### src/rtl/cpu_seq_pkg.sv
// Shared definitions for the PC sequencer: opcodes, FSM states, PC step.
package cpu_seq_pkg;

    localparam logic [6:0]  OP_BRANCH = 7'b1100011;
    localparam logic [6:0]  OP_STORE  = 7'b0100011;
    localparam logic [6:0]  OP_JAL    = 7'b1101111;

    localparam logic [31:0] PC_INC    = 32'd4;

    typedef enum logic [2:0] {
        S_IDLE,
        S_DECODE,
        S_OFFSET,
        S_WAIT_CMP,
        S_STORE,
        S_UPDATE
    } state_t;

endpackage

### src/rtl/cpu_pc_sequencer_if.sv
// Bundle of the fetch, offset-generator, comparator and store-port signals
// around the PC sequencer. master = the sequencer, slave = its surroundings.
interface cpu_pc_sequencer_if;

    logic        instr_valid;
    logic        instr_ready;
    logic [31:0] instruction;
    logic [31:0] rs1_data;
    logic        branch_offset;
    logic        store_offset;
    logic        jump_offset;
    logic [31:0] offset_in;
    logic        cmp_valid;
    logic        cmp_taken;
    logic        store_req;
    logic [31:0] store_addr;
    logic        store_ack;
    logic [31:0] pc;
    logic        pc_valid;
    logic [31:0] link_addr;
    logic        link_we;
    logic        misalign_err;

    modport master (
        input  instr_valid, instruction, rs1_data, offset_in,
               cmp_valid, cmp_taken, store_ack,
        output instr_ready, branch_offset, store_offset, jump_offset,
               store_req, store_addr, pc, pc_valid, link_addr, link_we,
               misalign_err
    );

    modport slave (
        output instr_valid, instruction, rs1_data, offset_in,
               cmp_valid, cmp_taken, store_ack,
        input  instr_ready, branch_offset, store_offset, jump_offset,
               store_req, store_addr, pc, pc_valid, link_addr, link_we,
               misalign_err
    );

endinterface

### src/rtl/cpu_instr_class.sv
// Opcode classifier: one-hot branch/store/JAL flags, all zero for anything
// else (JALR included).
module cpu_instr_class
    import cpu_seq_pkg::*;
(
    input  logic [6:0] opcode,
    output logic       is_branch,
    output logic       is_store,
    output logic       is_jal
);

    assign is_branch = (opcode == OP_BRANCH);
    assign is_store  = (opcode == OP_STORE);
    assign is_jal    = (opcode == OP_JAL);

endmodule

### src/rtl/cpu_pc_sequencer.sv
// Multi-cycle PC / offset-select sequencer. Accepts one instruction at a time,
// steers the offset generator, waits for the comparator or store port as
// needed, then commits the new PC (or flags a misaligned target).
module cpu_pc_sequencer
    import cpu_seq_pkg::*;
#(
    parameter logic [31:0] RESET_PC    = 32'h0000_0000,
    parameter bit          ALIGN_CHECK = 1'b1
) (
    input  logic                  clk,
    input  logic                  rst,
    cpu_pc_sequencer_if.master    bus
);

    state_t      state, state_nxt;
    logic [31:0] instr_q, rs1_q, offset_q, target_q;
    logic [31:0] pc_q, link_q;
    logic        pc_valid_q, link_we_q, misalign_q;
    logic        sel_br_q, sel_st_q, sel_jp_q;
    logic        is_branch, is_store, is_jal;
    logic        misaligned;

    // Class is taken from the latched word so it stays stable for the whole op.
    cpu_instr_class u_class (
        .opcode    (instr_q[6:0]),
        .is_branch (is_branch),
        .is_store  (is_store),
        .is_jal    (is_jal)
    );

    assign misaligned = ALIGN_CHECK && (target_q[1:0] != 2'b00);

    assign bus.instr_ready   = (state == S_IDLE);
    assign bus.store_req     = (state == S_STORE);
    assign bus.store_addr    = (state == S_STORE) ? rs1_q + offset_q : 32'd0;
    assign bus.branch_offset = sel_br_q;
    assign bus.store_offset  = sel_st_q;
    assign bus.jump_offset   = sel_jp_q;
    assign bus.pc            = pc_q;
    assign bus.pc_valid      = pc_valid_q;
    assign bus.link_addr     = link_q;
    assign bus.link_we       = link_we_q;
    assign bus.misalign_err  = misalign_q;

    // State register.
    always_ff @(posedge clk or posedge rst) begin
        if (rst) state <= S_IDLE;
        else     state <= state_nxt;
    end

    // Next-state decode.
    always_comb begin
        state_nxt = state;
        case (state)
            S_IDLE:     if (bus.instr_valid) state_nxt = S_DECODE;
            S_DECODE:   state_nxt = (is_branch || is_store || is_jal) ? S_OFFSET : S_UPDATE;
            S_OFFSET:   begin
                if (is_jal)         state_nxt = S_UPDATE;
                else if (is_branch) state_nxt = S_WAIT_CMP;
                else                state_nxt = S_STORE;
            end
            S_WAIT_CMP: if (bus.cmp_valid) state_nxt = S_UPDATE;
            S_STORE:    if (bus.store_ack) state_nxt = S_UPDATE;
            S_UPDATE:   state_nxt = S_IDLE;
            default:    state_nxt = S_IDLE;
        endcase
    end

    // Datapath: operand capture, target computation, selects and PC commit.
    // Selects default low so each one is high only for the single S_OFFSET cycle.
    always_ff @(posedge clk or posedge rst) begin
        if (rst) begin
            instr_q    <= 32'd0;
            rs1_q      <= 32'd0;
            offset_q   <= 32'd0;
            target_q   <= 32'd0;
            pc_q       <= RESET_PC;
            link_q     <= 32'd0;
            pc_valid_q <= 1'b0;
            link_we_q  <= 1'b0;
            misalign_q <= 1'b0;
            sel_br_q   <= 1'b0;
            sel_st_q   <= 1'b0;
            sel_jp_q   <= 1'b0;
        end else begin
            pc_valid_q <= 1'b0;
            link_we_q  <= 1'b0;
            sel_br_q   <= 1'b0;
            sel_st_q   <= 1'b0;
            sel_jp_q   <= 1'b0;
            case (state)
                S_IDLE: if (bus.instr_valid) begin
                    instr_q <= bus.instruction;
                    rs1_q   <= bus.rs1_data;
                end
                S_DECODE: begin
                    sel_br_q <= is_branch;
                    sel_st_q <= is_store;
                    sel_jp_q <= is_jal;
                    target_q <= pc_q + PC_INC;
                end
                S_OFFSET: begin
                    offset_q <= bus.offset_in;
                    if (is_jal) target_q <= pc_q + bus.offset_in;
                end
                S_WAIT_CMP: if (bus.cmp_valid)
                    target_q <= bus.cmp_taken ? pc_q + offset_q : pc_q + PC_INC;
                S_STORE: if (bus.store_ack)
                    target_q <= pc_q + PC_INC;
                S_UPDATE: begin
                    if (misaligned) begin
                        misalign_q <= 1'b1;
                    end else begin
                        pc_q       <= target_q;
                        pc_valid_q <= 1'b1;
                        if (is_jal) begin
                            link_q    <= pc_q + PC_INC;
                            link_we_q <= 1'b1;
                        end
                    end
                end
                default: ;
            endcase
        end
    end

endmodule

### src/flat_wrapper.sv
// flat-port wrapper written by rule: the top's interface ports become plain ports
module cpu_pc_sequencer_flat import cpu_seq_pkg::*;
#(
    parameter logic [31:0] RESET_PC    = 32'h0000_0000,
    parameter bit          ALIGN_CHECK = 1'b1
)
  (clk, rst, bus_instr_valid, bus_instruction, bus_rs1_data, bus_offset_in, bus_cmp_valid, bus_cmp_taken, bus_store_ack, bus_instr_ready, bus_branch_offset, bus_store_offset, bus_jump_offset, bus_store_req, bus_store_addr, bus_pc, bus_pc_valid, bus_link_addr, bus_link_we, bus_misalign_err);
  cpu_pc_sequencer_if bus_i ();
  input  logic clk;
  input  logic rst;
  input wire logic [$bits(bus_i.instr_valid)-1:0] bus_instr_valid;
  input wire logic [$bits(bus_i.instruction)-1:0] bus_instruction;
  input wire logic [$bits(bus_i.rs1_data)-1:0] bus_rs1_data;
  input wire logic [$bits(bus_i.offset_in)-1:0] bus_offset_in;
  input wire logic [$bits(bus_i.cmp_valid)-1:0] bus_cmp_valid;
  input wire logic [$bits(bus_i.cmp_taken)-1:0] bus_cmp_taken;
  input wire logic [$bits(bus_i.store_ack)-1:0] bus_store_ack;
  output wire logic [$bits(bus_i.instr_ready)-1:0] bus_instr_ready;
  output wire logic [$bits(bus_i.branch_offset)-1:0] bus_branch_offset;
  output wire logic [$bits(bus_i.store_offset)-1:0] bus_store_offset;
  output wire logic [$bits(bus_i.jump_offset)-1:0] bus_jump_offset;
  output wire logic [$bits(bus_i.store_req)-1:0] bus_store_req;
  output wire logic [$bits(bus_i.store_addr)-1:0] bus_store_addr;
  output wire logic [$bits(bus_i.pc)-1:0] bus_pc;
  output wire logic [$bits(bus_i.pc_valid)-1:0] bus_pc_valid;
  output wire logic [$bits(bus_i.link_addr)-1:0] bus_link_addr;
  output wire logic [$bits(bus_i.link_we)-1:0] bus_link_we;
  output wire logic [$bits(bus_i.misalign_err)-1:0] bus_misalign_err;
  assign bus_i.instr_valid = bus_instr_valid;
  assign bus_i.instruction = bus_instruction;
  assign bus_i.rs1_data = bus_rs1_data;
  assign bus_i.offset_in = bus_offset_in;
  assign bus_i.cmp_valid = bus_cmp_valid;
  assign bus_i.cmp_taken = bus_cmp_taken;
  assign bus_i.store_ack = bus_store_ack;
  assign bus_instr_ready = bus_i.instr_ready;
  assign bus_branch_offset = bus_i.branch_offset;
  assign bus_store_offset = bus_i.store_offset;
  assign bus_jump_offset = bus_i.jump_offset;
  assign bus_store_req = bus_i.store_req;
  assign bus_store_addr = bus_i.store_addr;
  assign bus_pc = bus_i.pc;
  assign bus_pc_valid = bus_i.pc_valid;
  assign bus_link_addr = bus_i.link_addr;
  assign bus_link_we = bus_i.link_we;
  assign bus_misalign_err = bus_i.misalign_err;
  cpu_pc_sequencer #(.RESET_PC(RESET_PC), .ALIGN_CHECK(ALIGN_CHECK)) u_core (.clk(clk), .rst(rst), .bus(bus_i));
endmodule
### config.mk
export PLATFORM = sky130hd
export DESIGN_NAME = cpu_pc_sequencer_flat
export DESIGN_NICKNAME = d
export VERILOG_FILES = /design/src/rtl/cpu_seq_pkg.sv /design/src/rtl/cpu_pc_sequencer_if.sv /design/src/rtl/cpu_instr_class.sv /design/src/rtl/cpu_pc_sequencer.sv /design/src/flat_wrapper.sv
export SDC_FILE = /design/constraint.sdc
export NUM_CORES = 1
export LEC_CHECK = 0
export ABC_AREA = 0
export BUFFER_PORTS_ARGS = -buffer_cell sky130_fd_sc_hd__buf_2
export CAP_MARGIN = 15
export CORE_MARGIN = 2
export CORE_UTILIZATION = 55
export CTS_CLUSTER_DIAMETER = 120
export CTS_CLUSTER_SIZE = 10
export DETAILED_ROUTE_END_ITERATION = 7
export PLACE_DENSITY = 0.82
export REMOVE_ABC_BUFFERS = 1
export SYNTH_ARGS = -nofsm -noshare
export SYNTH_HDL_FRONTEND = slang
export SYNTH_SLANG_ARGS = --single-unit
### constraint.sdc
create_clock -name clk -period 12.49 [get_ports clk]
set_input_delay 0.6245 -clock clk [delete_from_list [all_inputs] [get_ports clk]]
set_output_delay 0.6245 -clock clk [all_outputs]
set_load 0.02 [all_outputs]
==> key figures, run 1 <==
Timing
  – Max-slew headroom: 31.3%
  – Tightest Pin Transition: 1.03 ns
  – Hold Slack: around 0.32 ns
  – Final period utilization: 33.9%
  – Slew Viols, Final: 0
  – Final Skew: 0.00975 ns
  – Final setup TNS: 0 ns
  – Period minus WS final: approximately 4.2 ns
  – Final setup fails: 0
  – Hold Vio Cnt, Final: 0
  – Max frequency: 236 MHz
  – RSZ-0062 raised after global routing: no

Layout
  – Area growth from synthesis to layout: 13.3%
  – Final #Nets: 1839
  – Commonest non-fill, non-tap cell in the layout: nand2_1
  – Most frequent cells in the layout: 276 x nand2_1, 180 x buf_2, 176 x dfrtp_1
  – Fraction of layout cells with a size suffix above 1: a little under a fifth
  – Final Instance Area: 0.0144 sq mm

Route
  – Initial DRC count: 1035
  – Final WL: 36.2 mm
  – Vias per cell: 6.09
  – Post-DRT Antenna Nets: 0
  – Via count: 11800
  – Drt pass-1 iters: 6
  – Residual DRC count: 0
  – Wirelength per Cell: 18.7 um

Floorplanning
  – Rows: 55
  – Die height: between 150 and 200 um
  – Core area: 0.0226 sq mm
  – Initial Utilization: 55.9%
  – DIE WIDTH: 156 um
  – Die area: 0.0243 sq mm
  – IO Pins: 206

Worst setup path
  – CP delay by family, top: simple AND/OR/NAND/NOR gates
  – R2R cell count: 11
  – Crit path cell chain: ha_1 -> nand4_1 -> nor4_1 -> nand2_1 -> o211ai_1 -> a211oi_1 -> nor4_2 -> a311oi_1 -> o21ai_1 -> mux2i_1 -> buf_2
  – WP data arrival: approximately 3.6 ns
  – Critical path type: flip-flop to output pin
  – FF-to-FF Start: u_core.bus.pc[0]
  – CP endpoint: bus_store_addr[29]
  – Reg2reg end: u_core.target_q[26]
  – Worst-path fanout max: 6
  – Crit path from: u_core.offset_q[10]
  – WP buf/inv: 1
  – Critical path depth: 11
  – CP startpoint kind: flip-flop
  – Crit end category: output pin
  – Largest stage delay, worst path: 0.55 ns
  – R2R setup slack: 8.98 ns
  – Master of the slowest instance on the critical path: nor4_2
  – CP Data Required Time: 11.87 ns

Clock network
  – Hold buffers post-CTS: 0
  – Clock transition at the registers of the reported paths: 0.07 ns
  – Cts repair resizes: 0
  – Clock sink total: 176
  – H-tree depth: 4
  – Post-CTS setup buffer count: 0
  – TritonCTS clock tree: done
  – Root buffer cell: clkbuf_16
  – Clock buffer depth: 2
  – CTS buffer count: 17
  – Clk_lat worst skew: 0.44 ns

Status
  – Status: complete, no violations

Synth
  – Synth area leaders: dfrtp_1 35%, ha_1 9.3%, nand2_1 8.2%
  – Syn. warnings: 0
  – Post-synth EDFFs: 0
  – Synth Cell Area: 0.0127 sq mm
  – Flops & latches, synth: ~180
  – Mean Syn Cell Area: roughly 8.5 sq um
  – Asr flop ratio synth: 100%
  – Seq/Total Area, Yosys: approximately a third
  – Top-area cell type share of the netlist area: approximately a third
  – Yosys top cell by area: dfrtp_1
  – Synth Instances: 1498
  – Ys flop type: dfrtp_1
  – Yosys cell types: between 80 and 90

Run
  – Max_cap viols: 0

Global routing
  – Largest net degree at the start of global routing: 97
  – Initial antenna violation count: 2
  – Combined global-route utilization of all metal layers: 30.2%
  – Total grt overflow: 0
  – First-pass GRT wire length: 58.1 mm
  – Vias in the first global route: 11100

Pwr
  – Int Pwr: 2260 uW
  – PwrDens: 319 mW/mm^2
  – Maximum vdd drop: 0.170 mV
  – Switching Fraction: 50.5%
  – Leak Pwr: 0.00691 uW
  – Logic pwr share: between 60% and 70%
  – Clock share of power: approximately 12%
  – Seq pwr share: 22.9%
  – NetSw: 2310 uW

Hold path
  – Worst min path class: input pin to async pin

Placed design
  – Area post-placement: 0.0137 sq mm
  – GP Congestion: 0.944
  – Port Buffers: 180
  – DP Wirelength: 26.7 mm
[Yosys cell counts (6+ instances only)]
cell,instances
ha_1,94
a21o_1,50
o22ai_1,18
or3_1,6
mux2i_1,11
o211ai_1,10
mux2_2,51
and2_1,11
xor2_1,41
nand2b_1,11
a211oi_1,14
a31oi_1,18
dfrtp_1,176
nand4_1,27
o21bai_1,16
a21oi_1,115
nand3_1,35
nor2b_1,9
clkbuf_1,54
nand2_1,276
buf_2,7
o221ai_1,9
inv_1,35
o21ai_1,18
o21ai_0,59
nor3_1,20
nor2_1,128
a221oi_1,6
and3_1,14
o21a_1,11
or2_2,6
xnor2_1,50
[how the worst min path moves through the flow]
stage                                    from                   to  slack [ns]  cells past startpoint
after floorplan           u_core.target_q[13]    u_core.bus.pc[13]        0.44                      2
after global placement    u_core.target_q[31]    u_core.bus.pc[31]        0.45                      2
after detailed placement  u_core.target_q[18]    u_core.bus.pc[18]        0.46                      2
after CTS                                 rst   u_core.bus.link_we        0.39                      2
after global routing       bus_instruction[4]    u_core.instr_q[4]        0.40                      2
final                                     rst  u_core.bus.pc_valid        0.32                      2
[flip-flops by register name, summed over array words and instances (netlist names)]
signal	count
u_core.bus.link_addr	32
u_core.rs1_q	32
u_core.bus.pc_valid	1
u_core.target_q	32
u_core.state	3
u_core.instr_q	7
u_core.bus.link_we	1
u_core.bus.branch_offset	1
u_core.bus.jump_offset	1
u_core.bus.misalign_err	1
u_core.offset_q	32
u_core.bus.pc	32
u_core.bus.store_offset	1
[power groups by stage]
stage	Sequential, uW	Combinational [uW]	Clock [uW]
detailed placement	1050	2940	0
finish	1050	3010	524
global placement	1030	2870	0
CTS	1040	2960	532
floorplan	1060	2160	0
global route	1070	3310	558
[metrics by stage]
step / utilization, % / cells / power (uW) / setup slack [ns]
after floorplan: - / 1430 / 3210 / 7.09
after global placement: 60.7 / 1905 / 3910 / 8.79
after detailed placement: 60.7 / 1905 / 3980 / 8.75
after CTS: 63.2 / 1937 / 4530 / 8.27
after global routing: 63.4 / 1940 / 4940 / 7.98
final: 63.4 / 1940 / 4580 / 8.25
[area by class of cell]
| cell class | count | area, sq um |
|---|---|---|
| antenna | 2 | 5.00 |
| clock buffer | 17 | 425 |
| clock inverter | 15 | 144 |
| fill | 1967 | 8290 |
| inverter | 35 | 136 |
| multi-input combinational | 1219 | 7880 |
| sequential | 176 | 4400 |
| tap | 285 | 357 |
| timing repair buffer | 191 | 1000 |
[kinds of logic after synthesis]
family	synth area share, %
buffers and inverters	3.24
and+or+nand+nor	20.4
DFF	34.8
xor gates and xnor gates	6.29
muxes	5.40
AOI/OAI and AO/OA	20.1
adders and majority gates	9.76
[metal layers]
layer / vias up / GRT usage (%) / wire, um / share of wire [%]
li1: 5651 / - / - / -
met1: 5587 / 44.5 / 16500 / 45
met2: 504 / 45.6 / 15700 / 43
met3: 65 / 4.22 / 3000 / 8.3
met4: 0 / 10.4 / 1010 / 2.8
met5: - / 0 / 0 / 0
No activity file was read; power rests on OpenSTA's default activity.
==> run 2, diff against run 1 <==
ABC_AREA = 1   (was 0)
PLACE_DENSITY = 0.81   (was 0.82)
clock period = 3.98 ns   (was 12.49 ns; I/O delays follow)
==> run 2 against run 1 <==
Net effect: the run now ends with design-rule violations left; core utilization rose by 1.5 points; first-iteration DRC count is 88% higher; count of clock-buffer cells in the layout did not move; critical path depth grew 3; setup slack worse by 7.6 ns; register-to-register slack worse by 7.9 ns; sequential share of layout area shrank 4.7 points; die area is 15% higher; power grew to 3.4 times the previous value; critical path type unchanged; largest cell class unchanged.
==> key figures, run 2 <==
Status
  – Status: finished with violations (was complete, no violations)
  – Failing checks: design-rule violations

Clock network
  – Post-CTS setup buffer count: 0 (unchanged)
  – Hold buffers post-CTS: 48 (was 0)
  – Clock buffer depth: 2 (unchanged)
  – Clock sink total: 176 (unchanged)
  – Clk_lat worst skew: 0.45 ns (was 0.44 ns)
  – Root buffer cell: clkbuf_16 (unchanged)
  – TritonCTS clock tree: done (unchanged)
  – Cts repair resizes: 0 (unchanged)
  – CTS buffer count: 17 (unchanged)
  – H-tree depth: 4 (unchanged)
  – Clock transition at the registers of the reported paths: 0.08 ns (was 0.07 ns)

Worst setup path
  – Worst-path fanout max: 5 (was 6)
  – Crit end category: output pin (unchanged)
  – CP startpoint kind: flip-flop (unchanged)
  – Critical path type: flip-flop to output pin (unchanged)
  – CP Data Required Time: 3.78 ns (was 11.87 ns)
  – WP data arrival: 3.12 ns (was 3.61 ns)

Route
  – Via count: 16200 (was 11800)
  – Wirelength per Cell: 18.6 um (was 18.7 um)
  – Post-DRT Antenna Nets: 0 (unchanged)
  – Drt pass-1 iters: 8 (was 6)
  – Residual DRC count: 12 (was 0)
  – Final WL: 53.7 mm (was 36.2 mm)
  – Initial DRC count: 1942 (was 1035)
  – Vias per cell: 5.62 (was 6.09)

Synth
  – Top-count cell post-synth: nand2_1 (unchanged)
  – Ys flop type: dfrtp_1 (unchanged)
  – Synth Instances: 2320 (was 1498)
  – Yosys top cell by area: dfrtp_1 (unchanged)
  – Seq/Total Area, Yosys: 30.0% (was 34.8%)
  – Asr flop ratio synth: 100% (unchanged)
  – Top-area cell type share of the netlist area: 30.0% (was 34.8%)
  – Synth area leaders: dfrtp_1 30%, nand2_1 21%, inv_1 8.6% (was dfrtp_1 35%, ha_1 9.3%, nand2_1 8.2%)
  – Flops & latches, synth: 176 (unchanged)
  – Post-synth top cells: 806 x nand2_1, 336 x inv_1, 219 x nor2_1, 176 x dfrtp_1, 150 x a21oi_1 (was 276 x nand2_1, 176 x dfrtp_1, 128 x nor2_1, 115 x a21oi_1, 94 x ha_1)
  – Syn. warnings: 0 (unchanged)
  – Post-synth EDFFs: 0 (unchanged)
  – Mean Syn Cell Area: 6.32 sq um (was 8.46 sq um)
  – Yosys cell types: 44 (was 83)
  – Synth Cell Area: 0.0147 sq mm (was 0.0127 sq mm)

Global routing
  – Initial antenna violation count: 0 (was 2)
  – Largest net degree at the start of global routing: 123 (was 97)
  – Vias in the first global route: 14900 (was 11100)
  – Total grt overflow: 0 (unchanged)
  – Combined global-route utilization of all metal layers: 38.2% (was 30.2%)
  – First-pass GRT wire length: 82.6 mm (was 58.1 mm)

Layout
  – Final #Nets: 2730 (was 1839)
  – Final Instance Area: 0.0170 sq mm (was 0.0144 sq mm)
  – Area growth from synthesis to layout: 15.7% (was 13.3%)
  – Fill cell count: 2442 (was 1967)
  – Sequential cell area: 0.00440 sq mm (unchanged)
  – Fraction of layout cells with a size suffix above 1: 11.4% (was 18.0%)
  – Most frequent cells in the layout: 805 x nand2_1, 334 x inv_1, 219 x nor2_1 (was 276 x nand2_1, 180 x buf_2, 176 x dfrtp_1)
  – Commonest non-fill, non-tap cell in the layout: nand2_1 (unchanged)
  – Area occupied by multi-input gates: 0.00876 sq mm (was 0.00788 sq mm)
  – Fin util: 64.9% (was 63.4%)
  – ANT cells: 0 (was 2)

Pwr
  – Clock share of power: 11.5% (about the same)
  – PwrDens: 919 mW/mm^2 (was 319 mW/mm^2)
  – Leak Pwr: 0.00927 uW (was 0.00691 uW)
  – NetSw: 8800 uW (was 2310 uW)
  – Logic pwr share: 66.7% (was 65.7%)
  – Seq pwr share: 21.8% (was 22.9%)
  – Design Power: 15600 uW (was 4580 uW)
  – Switching Fraction: 56.5% (was 50.5%)
  – Int Pwr: 6780 uW (was 2260 uW)
  – Maximum vdd drop: 0.556 mV (was 0.170 mV)

Floorplanning
  – Die area: 0.0280 sq mm (was 0.0243 sq mm)
  – Initial Utilization: 56.1% (was 55.9%)
  – IO Pins: 206 (unchanged)
  – Die height: 167 um (was 156 um)
  – Core area: 0.0261 sq mm (was 0.0226 sq mm)
  – DIE WIDTH: 167 um (was 156 um)
  – Rows: 59 (was 55)

Timing
  – Max-slew headroom: 21.9% (was 31.3%)
  – Slew Viols, Final: 0 (unchanged)
  – Tightest Pin Transition: 1.17 ns (was 1.03 ns)
  – Final worst slack: 0.664 ns (was 8.25 ns)
  – Hold Vio Cnt, Final: 0 (unchanged)
  – Max frequency: 302 MHz
  – Final Skew: 0.0112 ns (was 0.00975 ns)
  – RSZ-0062 raised after global routing: no (unchanged)
  – Final period utilization: between 80 and 90%
  – Final setup fails: 0 (unchanged)
  – Period minus WS final: 3.32 ns

Placed design
  – Area post-placement: 0.0159 sq mm (was 0.0137 sq mm)
  – DP Wirelength: 40.8 mm (was 26.7 mm)
  – Port Buffers: 180 (unchanged)
  – Dpl ws: 1.21 ns (was 8.75 ns)
  – GP Congestion: 1.01 (was 0.944)

Run
  – Max_cap viols: 0 (unchanged)

Hold path
  – Worst min path class: input pin to flip-flop (was input pin to async pin)
run 2: changes by cell type in the layout (fill, tap and decap cells not counted), sizes merged, moves of 17 or more:
cell / before / now
nand2: 277 / 808
inv: 44 / 350
nand3: 35 / 146
nor2: 130 / 226
o21ai: 77 / 144
dlygate4sd3: 0 / 48
a21o: 50 / 6
xnor2: 50 / 10
a21oi: 116 / 150
xor2: 41 / 11
o22ai: 18 / 1
run 2: final timing paths:
kind                            slack, ns                    start                 endpoint  depth (start not counted)
worst min register to register       0.48  u_core.bus.link_addr[3]  u_core.bus.link_addr[3]                          2
worst max register to register       1.06          u_core.state[1]      u_core.target_q[31]                         12
max in group asynchronous            2.54                      rst      u_core.offset_q[19]                          4
min in group asynchronous            0.51                      rst         u_core.bus.pc[5]                          3
worst min-delay path                 0.01        bus_offset_in[23]      u_core.offset_q[23]                          3
worst max-delay path                 0.66       u_core.offset_q[0]       bus_store_addr[26]                         14
run 2: routing by layer:
metal	wire, um	share of wire [%]	vias up	global-route usage [%]
met4	2740	5.1	0	17.6
met2	23200	43	869	59.1
met5	0	0	-	0
li1	-	-	7830	-
met1	23100	43	7334	52.6
met3	4690	8.7	152	6.07
run 2: worst max-delay path, stage by stage, from the launching register on:
cell	delay, ns
dfrtp_1	0.42
ha_1	0.26
fa_1	0.41
nand2_1	0.11
nand3_1	0.06
o21ai_0	0.18
o21ai_0	0.26
nand2_1	0.11
nand2_1	0.18
nand3_1	0.13
nand2_1	0.11
nand2_1	0.10
a21oi_1	0.06
nor2_1	0.10
buf_2	0.17
run 2: through the flow:
stage | setup TNS (ns) | cells | hold slack (ns)
floorplan | -174.69 | 2273 | 0.311
global placement | 0 | 2798 | 0.427
detailed placement | 0 | 2798 | 0.435
CTS | 0 | 2878 | 0.000540
global route | 0 | 2879 | 0.00152
finish | 0 | 2879 | 0.0115
run 2: cells by family (layout without fill, tap and decap cells):
family | Yosys count | in the layout | synth area share (%)
and+or+nand+nor | 1251 | 1251 | 34.5
AOI/OAI and AO/OA | 348 | 348 | 12.8
buffers and inverters | 391 | 615 | 10.3
muxes | 36 | 36 | 2.77
adders and majority gates | 97 | 97 | 8.43
DFF | 176 | 176 | 30.0
xor gates and xnor gates | 21 | 21 | 1.25
run 2: cell type report:
class / count / share of cell area, %
clock inverter: 15 / 0.981
clock buffer: 17 / 2.51
multi-input combinational: 1753 / 51.6
timing repair buffer: 239 / 8.78
tap: 335 / 2.47
inverter: 344 / 7.66
sequential: 176 / 26.0
run 2: power by group through the flow:
| stage | Clock, uW | Sequential (uW) | Combinational, uW |
|---|---|---|---|
| floorplan | 0 | 3220 | 7200 |
| global placement | 0 | 3390 | 9780 |
| detailed placement | 0 | 3410 | 10000 |
| CTS | 1800 | 3370 | 10100 |
| global route | 1860 | 3450 | 11600 |
| finish | 1790 | 3400 | 10400 |
==> run 3, diff against run 2 <==
ABC_AREA = 0   (was 1)
PLACE_DENSITY = 0.82   (was 0.81)
clock period = 3.43 ns   (was 3.98 ns; I/O delays follow)
==> run 3 against run 2 <==
Net effect: the run now ends clean; clock skew fell by 0.00075 ns; setup slack got worse by 0.57 ns; clock power up 7%; critical path type unchanged; via count fell by 23%; global-route usage decreased by 5.6 points; flip-flop and latch count is the same; largest cell class unchanged; first-iteration DRC count decreased by 38%; critical endpoint is now bus_store_addr[16].
==> key figures, run 3 (synthesis results as in run 1) <==
Worst setup path
  – Largest stage delay, worst path: 0.44 ns (was 0.42 ns)
  – Crit path cell chain: ha_2 -> fa_1 -> a21o_1 -> a21oi_2 -> o211ai_1 -> nand2_2 -> o311ai_4 -> buf_4 -> a21o_1 -> a21oi_2 -> xor2_1 -> nor2_1 -> buf_2 (was ha_1 -> fa_1 -> nand2_1 -> nand3_1 -> o21ai_0 -> o21ai_0 -> nand2_1 -> nand2_1 -> nand3_1 -> nand2_1 -> nand2_1 -> a21oi_1 -> nor2_1 -> buf_2)
  – WP data arrival: 3.17 ns (was 3.12 ns)
  – Crit end category: output pin (unchanged)
  – Master of the slowest instance on the critical path: dfrtp_1 (unchanged)
  – CP startpoint kind: flip-flop (unchanged)
  – CP Data Required Time: 3.26 ns (was 3.78 ns)
  – Worst-path fanout max: 3 (was 5)
  – Critical path type: flip-flop to output pin (unchanged)

Placed design
  – DP Wirelength: 28.7 mm (was 40.8 mm)
  – Dpl ws: 0.100 ns (was 1.21 ns)
  – GP Congestion: 0.957 (was 1.01)
  – Area post-placement: 0.0141 sq mm (was 0.0159 sq mm)
  – Port Buffers: 180 (unchanged)

Floorplanning
  – Die height: 156 um (was 167 um)
  – Initial Utilization: 55.9% (was 56.1%)
  – Core area: 0.0226 sq mm (was 0.0261 sq mm)
  – Rows: 55 (was 59)
  – DIE WIDTH: 156 um (was 167 um)
  – IO Pins: 206 (unchanged)
  – Die area: 0.0243 sq mm (was 0.0280 sq mm)

Layout
  – Fill cell count: 1783 (was 2442)
  – Final #Nets: 1951 (was 2730)
  – Most frequent cells in the layout: 275 x nand2_1, 179 x buf_2, 172 x dfrtp_1 (was 805 x nand2_1, 334 x inv_1, 219 x nor2_1)
  – ANT cells: 0 (unchanged)
  – Area growth from synthesis to layout: 22.6% (was 15.7%)
  – Final Instance Area: 0.0155 sq mm (was 0.0170 sq mm)
  – Commonest non-fill, non-tap cell in the layout: nand2_1 (unchanged)
  – Area occupied by multi-input gates: 0.00807 sq mm (was 0.00876 sq mm)
  – Sequential cell area: 0.00441 sq mm (was 0.00440 sq mm)
  – Fraction of layout cells with a size suffix above 1: 21.1% (was 11.4%)

Status
  – Status: complete, no violations (was finished with violations)

Timing
  – Final Skew: 0.0105 ns (was 0.0112 ns)
  – Period minus WS final: about 3.3 ns
  – Tightest Pin Transition: 0.944 ns (was 1.17 ns)
  – Max-slew headroom: 37.1% (was 21.9%)
  – Final setup fails: 0 (unchanged)
  – Final worst slack: 0.0935 ns (was 0.664 ns)
  – Max frequency: 300 MHz
  – Final period utilization: 97.3%
  – Final setup TNS: 0 ns (unchanged)
  – Slew Viols, Final: 0 (unchanged)
  – RSZ-0062 raised after global routing: yes (was no)
  – Hold Slack: 0.00393 ns (was 0.0115 ns)
  – Hold Vio Cnt, Final: 0 (unchanged)

Global routing
  – Vias in the first global route: 11800 (was 14900)
  – Total grt overflow: 0 (unchanged)
  – Initial antenna violation count: 0 (unchanged)
  – First-pass GRT wire length: 62.1 mm (was 82.6 mm)
  – Combined global-route utilization of all metal layers: 32.6% (was 38.2%)
  – Largest net degree at the start of global routing: 78 (was 123)

Clock network
  – Clk_lat worst skew: 0.44 ns (was 0.45 ns)
  – Clock transition at the registers of the reported paths: 0.07 ns (was 0.08 ns)
  – Root buffer cell: clkbuf_16 (unchanged)
  – Clock sink total: 176 (unchanged)
  – TritonCTS clock tree: done (unchanged)
  – Clock buffer depth: 2 (unchanged)
  – CTS buffer count: 17 (unchanged)
  – H-tree depth: 4 (unchanged)

Route
  – Drt pass-1 iters: 8 (unchanged)
  – Final WL: 39.5 mm (was 53.7 mm)
  – Via count: 12400 (was 16200)
  – Residual DRC count: 0 (was 12)
  – Wirelength per Cell: 19.3 um (was 18.6 um)
  – Vias per cell: 6.05 (was 5.62)
  – Initial DRC count: 1200 (was 1942)
  – Post-DRT Antenna Nets: 0 (unchanged)

Pwr
  – Design Power: 17600 uW (was 15600 uW)
  – PwrDens: 1130 mW/mm^2 (was 919 mW/mm^2)
  – Leak Pwr: 0.00743 uW (was 0.00927 uW)
  – Maximum vdd drop: 0.777 mV (was 0.556 mV)

Hold path
  – Worst min path class: input pin to flip-flop (unchanged)

Run
  – Max_cap viols: 0 (unchanged)
-- run 3: cell count changes in the layout (fill, tap and decap cells not counted), moves of 16 or more --
cell,before,now
o22ai_1,1,17
xnor2_1,10,50
nand2_1,805,275
a21oi_1,150,111
inv_1,334,34
nor2_1,219,127
buf_4,9,60
o21ai_0,124,55
a21o_1,6,50
nand3_1,146,35
xor2_1,11,41
-- run 3: critical path: cells and delay by family, from the launching register on --
kind | cells | cell delay, ns
adder cells (fa/ha/maj) | 2 | 0.65
AO/OA/AOI/OAI | 6 | 0.92
AND/OR/NAND/NOR | 2 | 0.19
buffers and inverters | 2 | 0.35
flip-flops | 1 | 0.44
XOR/XNOR | 1 | 0.18
-- run 3: worst paths after layout --
path,startpoint,to,slack [ns],cells past startpoint
min in group asynchronous,rst,u_core.bus.pc_valid,0.42,3
max in group asynchronous,rst,u_core.offset_q[10],2.12,4
setup / recovery,u_core.offset_q[0],bus_store_addr[16],0.09,13
setup reg to reg,u_core.offset_q[0],u_core.target_q[26],0.11,13
hold / removal,bus_offset_in[8],u_core.offset_q[8],0.004,3
hold reg to reg,u_core.target_q[5],u_core.bus.pc[5],0.47,2
-- run 3: power by group --
group	internal (uW)	total, uW	switching, uW
combinational	4940	11900	6980
sequential	2890	3780	895
clock	965	1920	958
total	8790	17600	8830
-- run 3: metrics by stage --
stage                     std cells  utilization [%]
final                          2050             68.6
after global routing           2050             68.6
after CTS                      2045             67.7
after detailed placement       1948             62.2
after global placement         1948             62.2
after floorplan                1430                -
-- run 3: area by class of cell --
class,count,share of cell area (%)
flip-flops and latches,176,28.4
clock inverters,15,0.862
well taps,285,2.30
repair buffers,303,12.9
multi-input cells,1219,52.0
inverters,35,0.878
clock buffers,17,2.74
-- run 3: timing repair --
item / in CTS / in global routing
hold buffers: 63 / 0
setup endpoints to repair: 8 / 13
pin swaps: 2 / 8
setup buffers: 2 / 5
resized for setup: 6 / 32
endpoints found under the hold margin: 135 / 0
-- run 3: layer usage --
layer | up-vias | track usage, % | wire (um)
li1 | 5878 | - | -
met1 | 5847 | 46.9 | 17700
met2 | 583 | 50.2 | 17400
met3 | 90 | 4.58 | 3230
met4 | 0 | 12.0 | 1220
met5 | - | 0 | 0
